## src/rtl/adda_pkg.sv

```systemverilog
// Shared definitions for the ADC capture path: sample width and capture FSM encoding.
package adda_pkg;

    localparam int SAMPLE_W = 8;

    typedef enum logic [1:0] {
        ST_IDLE  = 2'd0,
        ST_FLUSH = 2'd1,
        ST_RUN   = 2'd2
    } cap_state_t;

endpackage

```

## src/rtl/sample_fifo.sv

```systemverilog
// First-word-fall-through sample buffer; head is visible on rd_data whenever rd_valid is high.
module sample_fifo
    import adda_pkg::*;
#(
    parameter int DEPTH = 8
) (
    input  logic                   clk,
    input  logic                   rst_n,
    input  logic                   wr_valid,
    input  logic [SAMPLE_W-1:0]    wr_data,
    input  logic                   rd_ready,
    output logic [SAMPLE_W-1:0]    rd_data,
    output logic                   rd_valid,
    output logic [$clog2(DEPTH):0] level,
    output logic                   drop
);

    localparam int AW = $clog2(DEPTH);
    localparam logic [AW:0] LEVEL_FULL = (AW + 1)'(DEPTH);

    logic [SAMPLE_W-1:0] mem_q [DEPTH];
    logic [SAMPLE_W-1:0] mem_d [DEPTH];
    logic [AW-1:0]       wr_ptr_q, wr_ptr_d;
    logic [AW-1:0]       rd_ptr_q, rd_ptr_d;
    logic [AW:0]         level_q, level_d;
    logic                full, pop, wr_ok;

    assign full     = (level_q == LEVEL_FULL);
    assign rd_valid = (level_q != '0);
    assign pop      = rd_valid && rd_ready;
    // When full, a simultaneous pop frees the head slot, which is exactly where wr_ptr points.
    assign wr_ok    = wr_valid && (!full || pop);
    assign drop     = wr_valid && full && !pop;
    assign rd_data  = rd_valid ? mem_q[rd_ptr_q] : '0;
    assign level    = level_q;

    always_comb begin
        mem_d    = mem_q;
        wr_ptr_d = wr_ptr_q;
        rd_ptr_d = rd_ptr_q;
        if (wr_ok) begin
            mem_d[wr_ptr_q] = wr_data;
            wr_ptr_d        = wr_ptr_q + 1'b1;
        end
        if (pop) begin
            rd_ptr_d = rd_ptr_q + 1'b1;
        end
        level_d = level_q + {{AW{1'b0}}, wr_ok} - {{AW{1'b0}}, pop};
    end

    always_ff @(posedge clk or negedge rst_n) begin
        if (!rst_n) begin
            for (int i = 0; i < DEPTH; i++) begin
                mem_q[i] <= '0;
            end
            wr_ptr_q <= '0;
            rd_ptr_q <= '0;
            level_q  <= '0;
        end else begin
            mem_q    <= mem_d;
            wr_ptr_q <= wr_ptr_d;
            rd_ptr_q <= rd_ptr_d;
            level_q  <= level_d;
        end
    end

endmodule

```

## src/rtl/adc_capture.sv

```systemverilog
// Drives the ADC conversion clock, discards pipeline-latency samples after enable, buffers the rest.
module adc_capture
    import adda_pkg::*;
#(
    parameter int CLK_DIV    = 4,
    parameter int PIPE_LAT   = 5,
    parameter int FIFO_DEPTH = 8
) (
    input  logic                        clk_25mhz,
    input  logic                        rst_n,
    input  logic                        enable,
    input  logic [SAMPLE_W-1:0]         ad_data,
    output logic                        adclk,
    output logic [SAMPLE_W-1:0]         m_data,
    output logic                        m_valid,
    input  logic                        m_ready,
    output logic                        overflow,
    input  logic                        clear_ovf,
    output logic [$clog2(FIFO_DEPTH):0] level
);

    localparam int CW = $clog2(CLK_DIV);
    localparam int FW = (PIPE_LAT > 1) ? $clog2(PIPE_LAT) : 1;
    localparam logic [CW-1:0] CNT_LAST   = CW'(CLK_DIV - 1);
    localparam logic [CW-1:0] CNT_HALF   = CW'(CLK_DIV / 2);
    localparam logic [FW-1:0] FLUSH_LAST = FW'((PIPE_LAT > 0) ? PIPE_LAT - 1 : 0);

    cap_state_t          state_q, state_d;
    logic [CW-1:0]       cnt_q, cnt_d;
    logic                adclk_q, adclk_d;
    logic [FW-1:0]       flush_cnt_q, flush_cnt_d;
    logic [SAMPLE_W-1:0] sample_q, sample_d;
    logic                push_q, push_d;
    logic                overflow_q, overflow_d;
    logic                strobe;
    logic                fifo_drop;

    assign strobe = (state_q != ST_IDLE) && (cnt_q == CNT_LAST);

    always_comb begin
        state_d     = state_q;
        flush_cnt_d = flush_cnt_q;
        case (state_q)
            ST_IDLE: begin
                flush_cnt_d = '0;
                if (enable) begin
                    state_d = (PIPE_LAT == 0) ? ST_RUN : ST_FLUSH;
                end
            end
            ST_FLUSH: begin
                if (strobe) begin
                    if (flush_cnt_q == FLUSH_LAST) begin
                        state_d = ST_RUN;
                    end else begin
                        flush_cnt_d = flush_cnt_q + 1'b1;
                    end
                end
            end
            ST_RUN:  state_d = ST_RUN;
            default: state_d = ST_IDLE;
        endcase
        if (!enable) begin
            state_d = ST_IDLE;
        end

        // Counter starts from 0 on the first active cycle so adclk opens with a full high phase.
        if ((state_q == ST_IDLE) || (state_d == ST_IDLE) || (cnt_q == CNT_LAST)) begin
            cnt_d = '0;
        end else begin
            cnt_d = cnt_q + 1'b1;
        end
        adclk_d = (state_d != ST_IDLE) && (cnt_d < CNT_HALF);

        sample_d   = strobe ? ad_data : sample_q;
        push_d     = strobe && (state_q == ST_RUN) && enable;
        overflow_d = fifo_drop || (overflow_q && !clear_ovf);
    end

    always_ff @(posedge clk_25mhz or negedge rst_n) begin
        if (!rst_n) begin
            state_q     <= ST_IDLE;
            cnt_q       <= '0;
            adclk_q     <= 1'b0;
            flush_cnt_q <= '0;
            sample_q    <= '0;
            push_q      <= 1'b0;
            overflow_q  <= 1'b0;
        end else begin
            state_q     <= state_d;
            cnt_q       <= cnt_d;
            adclk_q     <= adclk_d;
            flush_cnt_q <= flush_cnt_d;
            sample_q    <= sample_d;
            push_q      <= push_d;
            overflow_q  <= overflow_d;
        end
    end

    assign adclk    = adclk_q;
    assign overflow = overflow_q;

    sample_fifo #(
        .DEPTH(FIFO_DEPTH)
    ) u_fifo (
        .clk      (clk_25mhz),
        .rst_n    (rst_n),
        .wr_valid (push_q),
        .wr_data  (sample_q),
        .rd_ready (m_ready),
        .rd_data  (m_data),
        .rd_valid (m_valid),
        .level    (level),
        .drop     (fifo_drop)
    );

endmodule

```

## config.mk

```make
export PLATFORM = sky130hd
export DESIGN_NAME = adc_capture
export DESIGN_NICKNAME = d
export VERILOG_FILES = /design/src/rtl/adda_pkg.sv /design/src/rtl/sample_fifo.sv /design/src/rtl/adc_capture.sv
export SDC_FILE = /design/constraint.sdc
export NUM_CORES = 1
export LEC_CHECK = 0
export CAP_MARGIN = 10
export CORE_ASPECT_RATIO = 0.5
export CORE_MARGIN = 3
export CORE_UTILIZATION = 35
export DETAILED_ROUTE_END_ITERATION = 8
export PLACE_DENSITY = 0.64
export SLEW_MARGIN = 0
export SYNTH_ARGS = -nofsm -noshare
export SYNTH_HDL_FRONTEND = slang
export SYNTH_HIERARCHICAL = 1
export SYNTH_SLANG_ARGS = --single-unit
```

## constraint.sdc

```tcl
create_clock -name clk_25mhz -period 2.2 [get_ports clk_25mhz]
set_input_delay 0.44 -clock clk_25mhz [delete_from_list [all_inputs] [get_ports clk_25mhz]]
set_output_delay 0.44 -clock clk_25mhz [all_outputs]
set_load 0.02 [all_outputs]
```

==> summary.txt, run 1 <==
Outcome
  – Run status: completed

Min path
  – Worst hold path class: input port to async pin

Critical path
  – Beginning of the worst register-to-register path: u_fifo/level[2]
  – Max stage delay cell, worst path: sky130_fd_sc_hd__or3b_4
  – Setup slack, reg-to-reg: 0.03 ns
  – Worst Setup SP: u_fifo/level[2]
  – Delay-heaviest family, CP: adder cells
  – Launching element type of the critical path: register
  – Endpoint type of the worst setup path: register
  – Depth of the most critical reg-to-reg path: 8
  – CP Buf/Inv Count: 1
  – Data required time at the worst endpoint: 2.42 ns
  – Worst reg2reg endpoint: u_fifo/level[2]
  – Critical path peak fanout: 5
  – Cell Chain, Critical Path: inv_2 -> ha_4 -> or3b_4 -> nand3_2 -> a21bo_4 -> ha_4 -> fa_2 -> xor2_1
  – Worst EP arrival: 2.40 ns
  – Critical path depth in cells: 8
  – Worst setup path endpoint: u_fifo/level[2]
  – Path type of the worst setup path: register to register
  – Worst stage delay on the critical path: 0.43 ns
  – Cell type with the highest occurrence count on the critical path: sky130_fd_sc_hd__ha_4

STA
  – Total negative slack: 0 ns
  – Setup repair after global routing missed its margin: true
  – Hold Violations, Final: 0
  – Final critical delay including setup and external delays: 2.17 ns
  – Tightest slew margin relative to the limit: 68.6%
  – Setup ws final: 0.0295 ns
  – Number of max-slew violations in the final report: 0
  – Final clock skew: 0.00713 ns
  – Highest achievable clock rate: 0.461 GHz
  – Final period util: 98.7%
  – Final setup viols: 0
  – Tightest Pin Transition: 0.471 ns

Clock network
  – Hold-fix buffers at CTS: 0
  – Root Buffer: sky130_fd_sc_hd__clkbuf_16
  – H-tree depth reported by CTS: 3
  – Clock slew at reported path FFs: 0.06 ns
  – TritonCTS Sinks: 92
  – Clock latency reported for the late side of the worst-skew pair: 0.34 ns
  – CTS tree: yes
  – Maximum clock path buffer count: 2
  – Number of buffers added by the clock tree synthesis step: 9

Finish
  – Reg area: 2310 um^2
  – Non-Filler Instances: 546
  – Final core occ: 46.1%
  – Antenna Diode Count: 0
  – Synthesis-to-finish area growth: 25.6%
  – Post-layout nets: 402
  – Number of filler instances in the final layout: 1095
  – Area occupied by multi-input gates: 2120 um^2
  – Fraction of layout cells with a size suffix above 1: 43.3%

Floorplan
  – CORE AREA: 12100 um^2
  – Initial core utilization: 36.7%
  – Row count: 28
  – Width of the die: 165 um
  – Chip height: 85.6 um
  – Full die area: 14100 um^2
  – Number of I/O pins: 28

Global routing
  – Antenna violations before repair: 0
  – Maximum number of pins on one net before global-route repair: 53
  – Vias in the first global route: 2980
  – Global-route wire length before repair: 16000 um
  – Gr usage total: 14.7%
  – GRT overflow: 0

Yosys
  – Top post-synthesis cells by area: sky130_fd_sc_hd__dfrtp_1, sky130_fd_sc_hd__mux2_2, sky130_fd_sc_hd__mux2i_1, sky130_fd_sc_hd__a22oi_1, sky130_fd_sc_hd__ha_1
  – Yosys warning total: 6
  – Distinct cells, synth: 39
  – Post-Syn Area per Cell: 13.6 um^2
  – Cells after synthesis: 326
  – Proportion of netlist area held by the largest area contributor: 51.9%
  – Post-Syn Nets: 350
  – Post-synthesis async set-or-reset flop share: 100%
  – Post-synth top area cell: sky130_fd_sc_hd__dfrtp_1
  – Count of flip-flops with a built-in enable after synthesis: 0
  – Dominant synthesized flop cell: sky130_fd_sc_hd__dfrtp_1
  – Post-Syn Area: 4440 um^2
  – Number of storage elements in the synthesis netlist: 92
  – Fraction of the yosys area taken by sequential cells: 51.9%

Detailed routing
  – First-pass detailed-route iteration total: 4
  – Remaining antenna violation count after routing: 0
  – Number of DRC violations after detailed routing: 0
  – Total wire length after detailed routing: 9580 um
  – Number of design-rule violations left by the first detailed-router iteration: 158
  – Vias after detailed routing: 2783
  – Wire length per cell: 17.6 um
  – Via count normalized by instance count: 5.10

Place
  – Post-detail-place hpwl: 6350 um
  – Dpl ws: -0.200 ns
  – Placed cells: 529
  – Count of buffers inserted at the top-level ports: 27
  – Placer's final routability congestion estimate: 0.729

Pwr
  – Final Power: 5.70 mW
  – Static leakage power: 2.59 nW
  – Maximum resistive drop on vdd: 0.506 mV
  – Total power density per cell area: 1020 nW/um^2

Flow run
  – Max cap viols: 0
## routing by layer
layer  GRT usage (%)  up-vias  share of wire, %
li1                -     1308                 -
met5               0        -                 0
met4            3.65        0               1.1
met1            20.5     1443                49
met3            3.57        8               2.1
met2            23.1       24                47
## how the worst min path moves through the flow
stage                     start     endpoint  slack, ns  cells after the start
final                     rst_n  sample_q[1]       0.06                      1
after global routing      rst_n  sample_q[1]       0.08                      1
after CTS                 rst_n  sample_q[1]       0.06                      1
after detailed placement  rst_n  sample_q[1]       0.43                      1
after global placement    rst_n  sample_q[1]       0.43                      1
after floorplan           rst_n        adclk       0.14                      0
## worst register-to-register path, cell delays in order (launching register included)
cell	delay [ns]
sky130_fd_sc_hd__dfrtp_2	0.40
sky130_fd_sc_hd__inv_2	0.07
sky130_fd_sc_hd__ha_4	0.14
sky130_fd_sc_hd__or3b_4	0.43
sky130_fd_sc_hd__nand3_2	0.11
sky130_fd_sc_hd__a21bo_4	0.23
sky130_fd_sc_hd__ha_4	0.17
sky130_fd_sc_hd__fa_2	0.35
sky130_fd_sc_hd__xor2_1	0.16
## Yosys cell counts, types with 3 or more instances
master / count
sky130_fd_sc_hd__a31oi_1: 3
sky130_fd_sc_hd__mux2_2: 74
sky130_fd_sc_hd__nand4bb_1: 3
sky130_fd_sc_hd__clkbuf_1: 3
sky130_fd_sc_hd__mux2i_1: 32
sky130_fd_sc_hd__nand2b_1: 3
sky130_fd_sc_hd__a22oi_1: 17
sky130_fd_sc_hd__nor2_1: 6
sky130_fd_sc_hd__nand3_1: 5
sky130_fd_sc_hd__buf_2: 7
sky130_fd_sc_hd__xor2_1: 4
sky130_fd_sc_hd__buf_4: 3
sky130_fd_sc_hd__a31oi_2: 7
sky130_fd_sc_hd__dfrtp_1: 92
sky130_fd_sc_hd__nand4b_1: 4
sky130_fd_sc_hd__and3_1: 10
sky130_fd_sc_hd__inv_1: 10
sky130_fd_sc_hd__buf_1: 3
sky130_fd_sc_hd__ha_1: 10
sky130_fd_sc_hd__nand2_1: 4
## layout make-up
| class | instances | share of cell area, % |
|---|---|---|
| tap | 165 | 3.71 |
| timing repair buffer | 57 | 11.0 |
| clock buffer | 12 | 4.60 |
| multi-input combinational | 208 | 38.0 |
| sequential | 92 | 41.4 |
| inverter | 10 | 0.674 |
| clock inverter | 2 | 0.629 |
## timing repair
item,CTS,global route
pin swaps,0,3
endpoints found under the setup margin,11,10
gates cloned,1,0
setup buffers,1,1
resized for setup,48,24
## cells by family after synthesis
group	share of synthesized area [%]
muxes	26.0
DFF	51.9
AOI/OAI and AO/OA	8.04
buffers and inverters	2.91
adders and majority gates	3.27
xor gates and xnor gates	1.18
and+or+nand+nor	6.69
## sequential cells by signal, indices dropped and copies added (netlist names)
name / count
u_fifo/mem_q: 64
push_q: 1
u_fifo/rd_ptr_q: 3
sample_q: 8
state_q: 2
adclk: 1
flush_cnt_q: 3
cnt_q: 2
u_fifo/level: 4
overflow: 1
u_fifo/wr_ptr_q: 3
## through the flow
stage                     hold WS (ns)  area (um^2)
after global routing            0.0843         5570
after global placement           0.427         5160
after floorplan                  0.144         4450
after CTS                       0.0641         5470
after detailed placement         0.428         5160
final                           0.0572         5570
## report_power, final
| group | leakage [nW] | internal (mW) | switching (mW) |
|---|---|---|---|
| sequential | 1.23 | 1.80 | 0.156 |
| clock | 0.145 | 0.928 | 0.605 |
| combinational | 1.22 | 1.11 | 1.09 |
| total | 2.59 | 3.84 | 1.86 |
## placed cells by master (no fill, tap or decap), drive strengths merged, types with 4 or more instances in the layout
cell type and count:
a22oi 17, a31oi 11, and3 10, buf 40, clkbuf 12, clkdlybuf4s50 17
dfrtp 92, ha 10, inv 10, mux2 74, mux2i 32, nand2 4
nand3 5, nand4b 4, nor2 6, xor2 4
(Power assumes the default switching activity.)
==> run 2: changes to the inputs <==
--- a/config.mk
+++ b/config.mk
@@ -11,6 +11,7 @@
 export CORE_UTILIZATION = 35
 export DETAILED_ROUTE_END_ITERATION = 8
 export PLACE_DENSITY = 0.64
+export SKIP_CTS_REPAIR_TIMING = 1
 export SLEW_MARGIN = 0
 export SYNTH_ARGS = -nofsm -noshare
 export SYNTH_HDL_FRONTEND = slang
==> summary.txt, run 2 (synthesis results as in run 1) <==
Finish
  – Most frequent cells in the layout: sky130_fd_sc_hd__dfrtp_1, sky130_fd_sc_hd__mux2_2, sky130_fd_sc_hd__mux2i_1, sky130_fd_sc_hd__buf_4
  – Flip-flop count of the largest register, all copies and words added: 64 (unchanged)
  – Post-route standard cell area excluding fillers: 5500 um^2 (-1.2%)
  – Final core occ: 45.5% (-0.56 points)
  – Top reg by flops: u_fifo/mem_q
  – Fraction of layout cells with a size suffix above 1: 41.7% (-1.6 points)
  – Leading cell type in the layout, fill and taps excluded: sky130_fd_sc_hd__dfrtp_1
  – Synthesis-to-finish area growth: 24.1%
  – Post-layout nets: 402 (unchanged)
  – Antenna Diode Count: 0 (unchanged)

STA
  – Final clock skew: 0.00600 ns (-0.00113 ns)
  – Hold Violations, Final: 0 (unchanged)
  – Total negative slack: 0 ns (unchanged)
  – Final critical delay including setup and external delays: 2.19 ns (+0.0230 ns)
  – Number of max-slew violations in the final report: 0 (unchanged)
  – Tightest slew margin relative to the limit: 69.0% (+0.34 points)
  – Final setup viols: 0 (unchanged)
  – Highest achievable clock rate: 0.456 GHz (-1.0%)
  – Setup repair after global routing missed its margin: true
  – Final period util: 99.7% (+1.0 points)
  – Tightest Pin Transition: 0.466 ns (-0.00508 ns)

Place
  – Count of buffers inserted at the top-level ports: 27 (unchanged)
  – Placer's final routability congestion estimate: 0.729 (unchanged)
  – Post-detail-place hpwl: 6350 um (unchanged)
  – Post-detailed-placement cell area: 5160 um^2 (unchanged)

Global routing
  – Global-route wire length before repair: 15800 um (-1.1%)
  – Maximum number of pins on one net before global-route repair: 53 (unchanged)
  – GRT overflow: 0 (unchanged)
  – Gr usage total: 14.5% (-0.23 points)
  – Antenna violations before repair: 0 (unchanged)
  – Vias in the first global route: 2986 (+0.20%)

Pwr
  – Share of power burned in registers: 35.9% (+1.6 points)
  – Switching power: 1.81 mW (-2.4%)
  – Combinational share of power: 36.1% (-2.7 points)
  – Clk pwr share: 28.0% (+1.1 points)
  – Total internal power: 3.64 mW (-5.2%)
  – Total power density per cell area: 991 nW/um^2 (-3.1%)
  – Maximum resistive drop on vdd: 0.469 mV (-7.3%)
  – Net switching fraction of the power: 33.2% (+0.63 points)
  – Static leakage power: 2.59 nW (-0.21%)

Detailed routing
  – Number of design-rule violations left by the first detailed-router iteration: 188 (+19%)
  – Via count normalized by instance count: 5.07 (-0.61%)
  – First-pass detailed-route iteration total: 4 (unchanged)
  – Remaining antenna violation count after routing: 0 (unchanged)
  – Vias after detailed routing: 2766 (-0.61%)
  – Total wire length after detailed routing: 9540 um (-0.46%)
  – Wire length per cell: 17.5 um (-0.46%)
  – Number of DRC violations after detailed routing: 0 (unchanged)

Clock network
  – Root Buffer: sky130_fd_sc_hd__clkbuf_16
  – TritonCTS Sinks: 92 (unchanged)
  – CTS tree: yes
  – Maximum clock path buffer count: 2 (unchanged)
  – H-tree depth reported by CTS: 3 (unchanged)
  – Clock latency reported for the late side of the worst-skew pair: 0.33 ns (about the same)
  – Number of buffers added by the clock tree synthesis step: 9 (unchanged)
  – Clock slew at reported path FFs: 0.06 ns (about the same)

Critical path
  – Endpoint type of the worst setup path: register
  – Depth of the most critical reg-to-reg path: 8 (unchanged)
  – Cell Chain, Critical Path: inv_2 -> ha_4 -> or3b_4 -> nand3_2 -> a21bo_4 -> ha_4 -> fa_2 -> xor2_1
  – Worst EP arrival: 2.42 ns (+0.02 ns)
  – Max stage delay cell, worst path: sky130_fd_sc_hd__or3b_4
  – Worst setup path endpoint: u_fifo/level[2]
  – Launching element type of the critical path: register
  – Critical path peak fanout: 6 (+1)
  – Cell type with the highest occurrence count on the critical path: sky130_fd_sc_hd__ha_4
  – Worst Setup SP: u_fifo/level[2]
  – Setup slack, reg-to-reg: 0.007 ns (-0.02 ns)
  – Beginning of the worst register-to-register path: u_fifo/level[2]
  – Worst reg2reg endpoint: u_fifo/level[2]
  – Path type of the worst setup path: register to register
  – Worst stage delay on the critical path: 0.44 ns (about the same)
  – Data required time at the worst endpoint: 2.42 ns (about the same)

Floorplan
  – Chip height: 85.6 um (unchanged)
  – Width of the die: 165 um (unchanged)
  – CORE AREA: 12100 um^2 (unchanged)
  – Full die area: 14100 um^2 (unchanged)
  – Number of I/O pins: 28 (unchanged)
  – Row count: 28 (unchanged)
  – Initial core utilization: 36.7% (unchanged)

Min path
  – Worst hold path class: input port to async pin

Outcome
  – Run status: completed

Flow run
  – Max cap viols: 0 (unchanged)
[run 2: cell count changes in the layout (fill, tap and decap cells not counted)]
cell,before,now
sky130_fd_sc_hd__and3_1,4,10
sky130_fd_sc_hd__clkbuf_2,0,5
sky130_fd_sc_hd__buf_6,6,0
sky130_fd_sc_hd__and3_4,6,0
sky130_fd_sc_hd__buf_2,3,4
[run 2: power by group through the flow]
stage | logic [mW] | clock network (mW) | registers [mW]
final | 1.97 | 1.53 | 1.96
after global routing | 2.15 | 1.64 | 1.98
after CTS | 2.00 | 1.57 | 1.92
after detailed placement | 2.00 | 0 | 1.95
after global placement | 1.97 | 0 | 1.94
after floorplan | 1.14 | 0 | 1.97
[run 2: final cells by class]
type	count	area, um^2
clock inverter	2	35.0
timing repair buffer	57	573
multi-input combinational	208	2090
inverter	10	37.5
sequential	92	2310
tap	165	206
fill	1099	6580
clock buffer	12	256
[run 2: worst min path at each step]
stage | to | slack, ns | cells after the start
2_1_floorplan | adclk | 0.14 | 0
3_3_place_gp | sample_q[1] | 0.43 | 1
3_5_place_dp | sample_q[1] | 0.43 | 1
4_1_cts | sample_q[1] | 0.06 | 1
5_1_grt | sample_q[1] | 0.08 | 1
6_report | sample_q[1] | 0.06 | 1
[run 2: routing by layer]
metal	share of wire (%)	up-vias	wire [um]	track usage, %
met5	0	-	0	0
met4	1.1	0	101	3.65
met3	2.7	8	257	3.62
met2	48	29	4540	23.2
met1	49	1422	4640	19.7
li1	-	1307	-	-
[run 2: critical path: cells and delay by family, from the launching register on]
family / cells / cell delay [ns]
xor gates and xnor gates: 1 / 0.16
adders and majority gates: 3 / 0.65
DFF: 1 / 0.40
AOI/OAI and AO/OA: 1 / 0.23
and+or+nand+nor: 2 / 0.55
buffers and inverters: 1 / 0.07
[run 2: through the flow]
stage                     cells  worst slack, ns  total power [mW]  hold slack [ns]
after floorplan             326          0.00182              3.11            0.144
final                       546          0.00655              5.45           0.0555
after CTS                   543           -0.571              5.49           0.0641
after global routing        546          -0.0737              5.77           0.0843
after global placement      529           -0.149              3.91            0.427
after detailed placement    529           -0.200              3.95            0.428
==> run 3: changes to the inputs <==
--- a/config.mk
+++ b/config.mk
@@ -7,7 +7,6 @@
 export LEC_CHECK = 0
 export CAP_MARGIN = 10
 export CORE_ASPECT_RATIO = 0.5
-export CORE_MARGIN = 3
 export CORE_UTILIZATION = 35
 export DETAILED_ROUTE_END_ITERATION = 8
 export PLACE_DENSITY = 0.64
==> summary.txt, run 3 (synthesis results as in run 1) <==
STA
  – Final critical delay including setup and external delays: 2.20 ns (+0.0104 ns)
  – Final clock skew: 0.0106 ns (+0.00460 ns)
  – Highest achievable clock rate: 0.454 GHz (-0.47%)
  – Setup repair after global routing missed its margin: true
  – Tightest Pin Transition: 0.554 ns (+0.0881 ns)
  – Number of max-slew violations in the final report: 0 (unchanged)
  – Tightest slew margin relative to the limit: 63.1% (-5.9 points)
  – Hold Violations, Final: 0 (unchanged)
  – Final setup viols: 1 (+1)
  – Setup ws final: -0.00388 ns (-0.0104 ns)
  – Worst hold slack across all endpoints: 0.0743 ns (+0.0188 ns)
  – Total negative slack: -0.00388 ns (-0.00388 ns)
  – Final period util: 100% (+0.47 points)

Critical path
  – Critical path peak fanout: 6 (unchanged)
  – Depth of the most critical reg-to-reg path: 8 (unchanged)
  – Launching element type of the critical path: register
  – Beginning of the worst register-to-register path: u_fifo/level[2]
  – Endpoint type of the worst setup path: register
  – Worst setup path endpoint: u_fifo/level[2]
  – Data required time at the worst endpoint: 2.43 ns (about the same)
  – Worst Setup SP: u_fifo/level[2]
  – Path type of the worst setup path: register to register
  – Setup slack, reg-to-reg: -0.004 ns (about the same)
  – Worst reg2reg endpoint: u_fifo/level[2]
  – Worst EP arrival: 2.44 ns (+0.02 ns)

Clock network
  – Clock slew at reported path FFs: 0.07 ns (about the same)
  – TritonCTS Sinks: 92 (unchanged)
  – Maximum clock path buffer count: 2 (unchanged)
  – Clock latency reported for the late side of the worst-skew pair: 0.34 ns (about the same)
  – Number of buffers added by the clock tree synthesis step: 9 (unchanged)
  – H-tree depth reported by CTS: 3 (unchanged)
  – Root Buffer: sky130_fd_sc_hd__clkbuf_16
  – CTS tree: yes

Detailed routing
  – Remaining antenna violation count after routing: 0 (unchanged)
  – Via count normalized by instance count: 5.07 (about the same)
  – Vias after detailed routing: 2782 (+0.58%)
  – Number of DRC violations after detailed routing: 0 (unchanged)
  – Wire length per cell: 16.6 um (-5.3%)
  – First-pass detailed-route iteration total: 4 (unchanged)
  – Total wire length after detailed routing: 9090 um (-4.7%)
  – Number of design-rule violations left by the first detailed-router iteration: 105 (-44%)

Finish
  – Most frequent cells in the layout: sky130_fd_sc_hd__dfrtp_1, sky130_fd_sc_hd__mux2_2, sky130_fd_sc_hd__mux2i_1, sky130_fd_sc_hd__buf_4
  – Antenna Diode Count: 0 (unchanged)
  – Final core occ: 45.8% (+0.31 points)
  – Leading cell type in the layout, fill and taps excluded: sky130_fd_sc_hd__dfrtp_1
  – Top reg by flops: u_fifo/mem_q
  – Area occupied by multi-input gates: 2110 um^2 (+0.84%)
  – Flip-flop count of the largest register, all copies and words added: 64 (unchanged)
  – Reg area: 2310 um^2 (unchanged)
  – Number of filler instances in the final layout: 1113 (+1.3%)
  – Non-Filler Instances: 549 (+0.55%)
  – Synthesis-to-finish area growth: 24.9%
  – Post-layout nets: 403 (+0.25%)
  – Fraction of layout cells with a size suffix above 1: 43.2% (+1.5 points)

Floorplan
  – Chip height: 81.6 um (-4.7%)
  – CORE AREA: 12100 um^2 (unchanged)
  – Number of I/O pins: 28 (unchanged)
  – Full die area: 13200 um^2 (-7.0%)
  – Initial core utilization: 36.7% (unchanged)
  – Width of the die: 161 um (-2.4%)
  – Row count: 28 (unchanged)

Place
  – Count of buffers inserted at the top-level ports: 27 (unchanged)
  – Placer's final routability congestion estimate: 0.734 (+0.66%)
  – Placed cells: 530 (+0.19%)
  – Post-detail-place hpwl: 6130 um (-3.4%)
  – Dpl ws: -0.0962 ns (+0.104 ns)

Global routing
  – M2 GR Usage: 25.1% (+1.8 points)
  – Met1 capacity usage during global routing: 18.2% (-1.5 points)
  – Vias in the first global route: 2777 (-7.0%)
  – Most crowded layer after global routing: met2
  – GRT overflow: 0 (unchanged)
  – Antenna violations before repair: 0 (unchanged)
  – Global-route wire length before repair: 14600 um (-7.8%)
  – Met3 track demand over resource in global routing: 3.33% (-0.28 points)
  – Gr usage total: 14.7% (+0.20 points)
  – Maximum number of pins on one net before global-route repair: 42 (-21%)

Outcome
  – Violations in the final reports: setup timing
  – Run status: finished with violations

Min path
  – Worst hold path class: input port to async pin

Pwr
  – Total power density per cell area: 999 nW/um^2 (+0.84%)
  – Maximum resistive drop on vdd: 0.536 mV (+14%)
  – Static leakage power: 2.57 nW (-0.55%)

Flow run
  – Max cap viols: 0 (unchanged)
[run 3: cell types whose count changed in the layout (fill, tap and decap cells not counted), moves of 2 or more]
| cell | previous run | this run |
|---|---|---|
| sky130_fd_sc_hd__mux2i_1 | 31 | 28 |
| sky130_fd_sc_hd__mux2i_2 | 1 | 4 |
| sky130_fd_sc_hd__and3_1 | 10 | 8 |
| sky130_fd_sc_hd__and3_4 | 0 | 2 |
| sky130_fd_sc_hd__buf_12 | 10 | 8 |
| sky130_fd_sc_hd__buf_2 | 4 | 2 |
| sky130_fd_sc_hd__buf_4 | 21 | 23 |
| sky130_fd_sc_hd__buf_6 | 0 | 2 |
| sky130_fd_sc_hd__nor2b_2 | 1 | 3 |
| sky130_fd_sc_hd__nor2b_4 | 2 | 0 |
[run 3: worst min path at each step]
| stage | cells after the start | endpoint | slack [ns] |
|---|---|---|---|
| 4_1_cts | 1 | u_fifo/level[2] | 0.09 |
| 6_report | 1 | u_fifo/level[2] | 0.07 |
| 3_5_place_dp | 1 | u_fifo/level[2] | 0.46 |
| 2_1_floorplan | 0 | adclk | 0.14 |
| 3_3_place_gp | 1 | u_fifo/level[2] | 0.47 |
| 5_1_grt | 1 | u_fifo/level[1] | 0.11 |
[run 3: final cells by class]
cell class | instances | share of cell area [%]
Sequential cell | 92 | 41.6
Multi-Input combinational cell | 208 | 38.0
Timing Repair Buffer | 58 | 10.3
Clock buffer | 12 | 4.63
Tap cell | 165 | 3.73
Clock inverter | 4 | 0.994
Inverter | 10 | 0.678
[run 3: per-stage QoR]
stage	area [um^2]	total power, mW
after global placement	5150	3.85
after global routing	5540	5.80
after CTS	5460	5.50
after floorplan	4450	3.11
final	5540	5.54
after detailed placement	5150	3.88
[run 3: report_power, final]
group | switching, mW | internal, mW | leakage [nW]
registers | 0.139 | 1.80 | 1.23
clock network | 0.645 | 0.949 | 0.149
logic | 1.06 | 0.949 | 1.19
total | 1.84 | 3.70 | 2.57
[run 3: routing by layer]
layer,part of all wire [%],routed length (um)
met1,48,4380
met2,47,4300
met3,3.0,270
met4,1.5,140
met5,0,0
[run 3: critical path, stage by stage (launching register included)]
cell                      delay [ns]
sky130_fd_sc_hd__dfrtp_2        0.42
sky130_fd_sc_hd__inv_2          0.08
sky130_fd_sc_hd__ha_4           0.14
sky130_fd_sc_hd__or3b_4         0.44
sky130_fd_sc_hd__nand3_2        0.12
sky130_fd_sc_hd__a21bo_4        0.24
sky130_fd_sc_hd__ha_4           0.16
sky130_fd_sc_hd__fa_2           0.33
sky130_fd_sc_hd__xor2_1         0.16
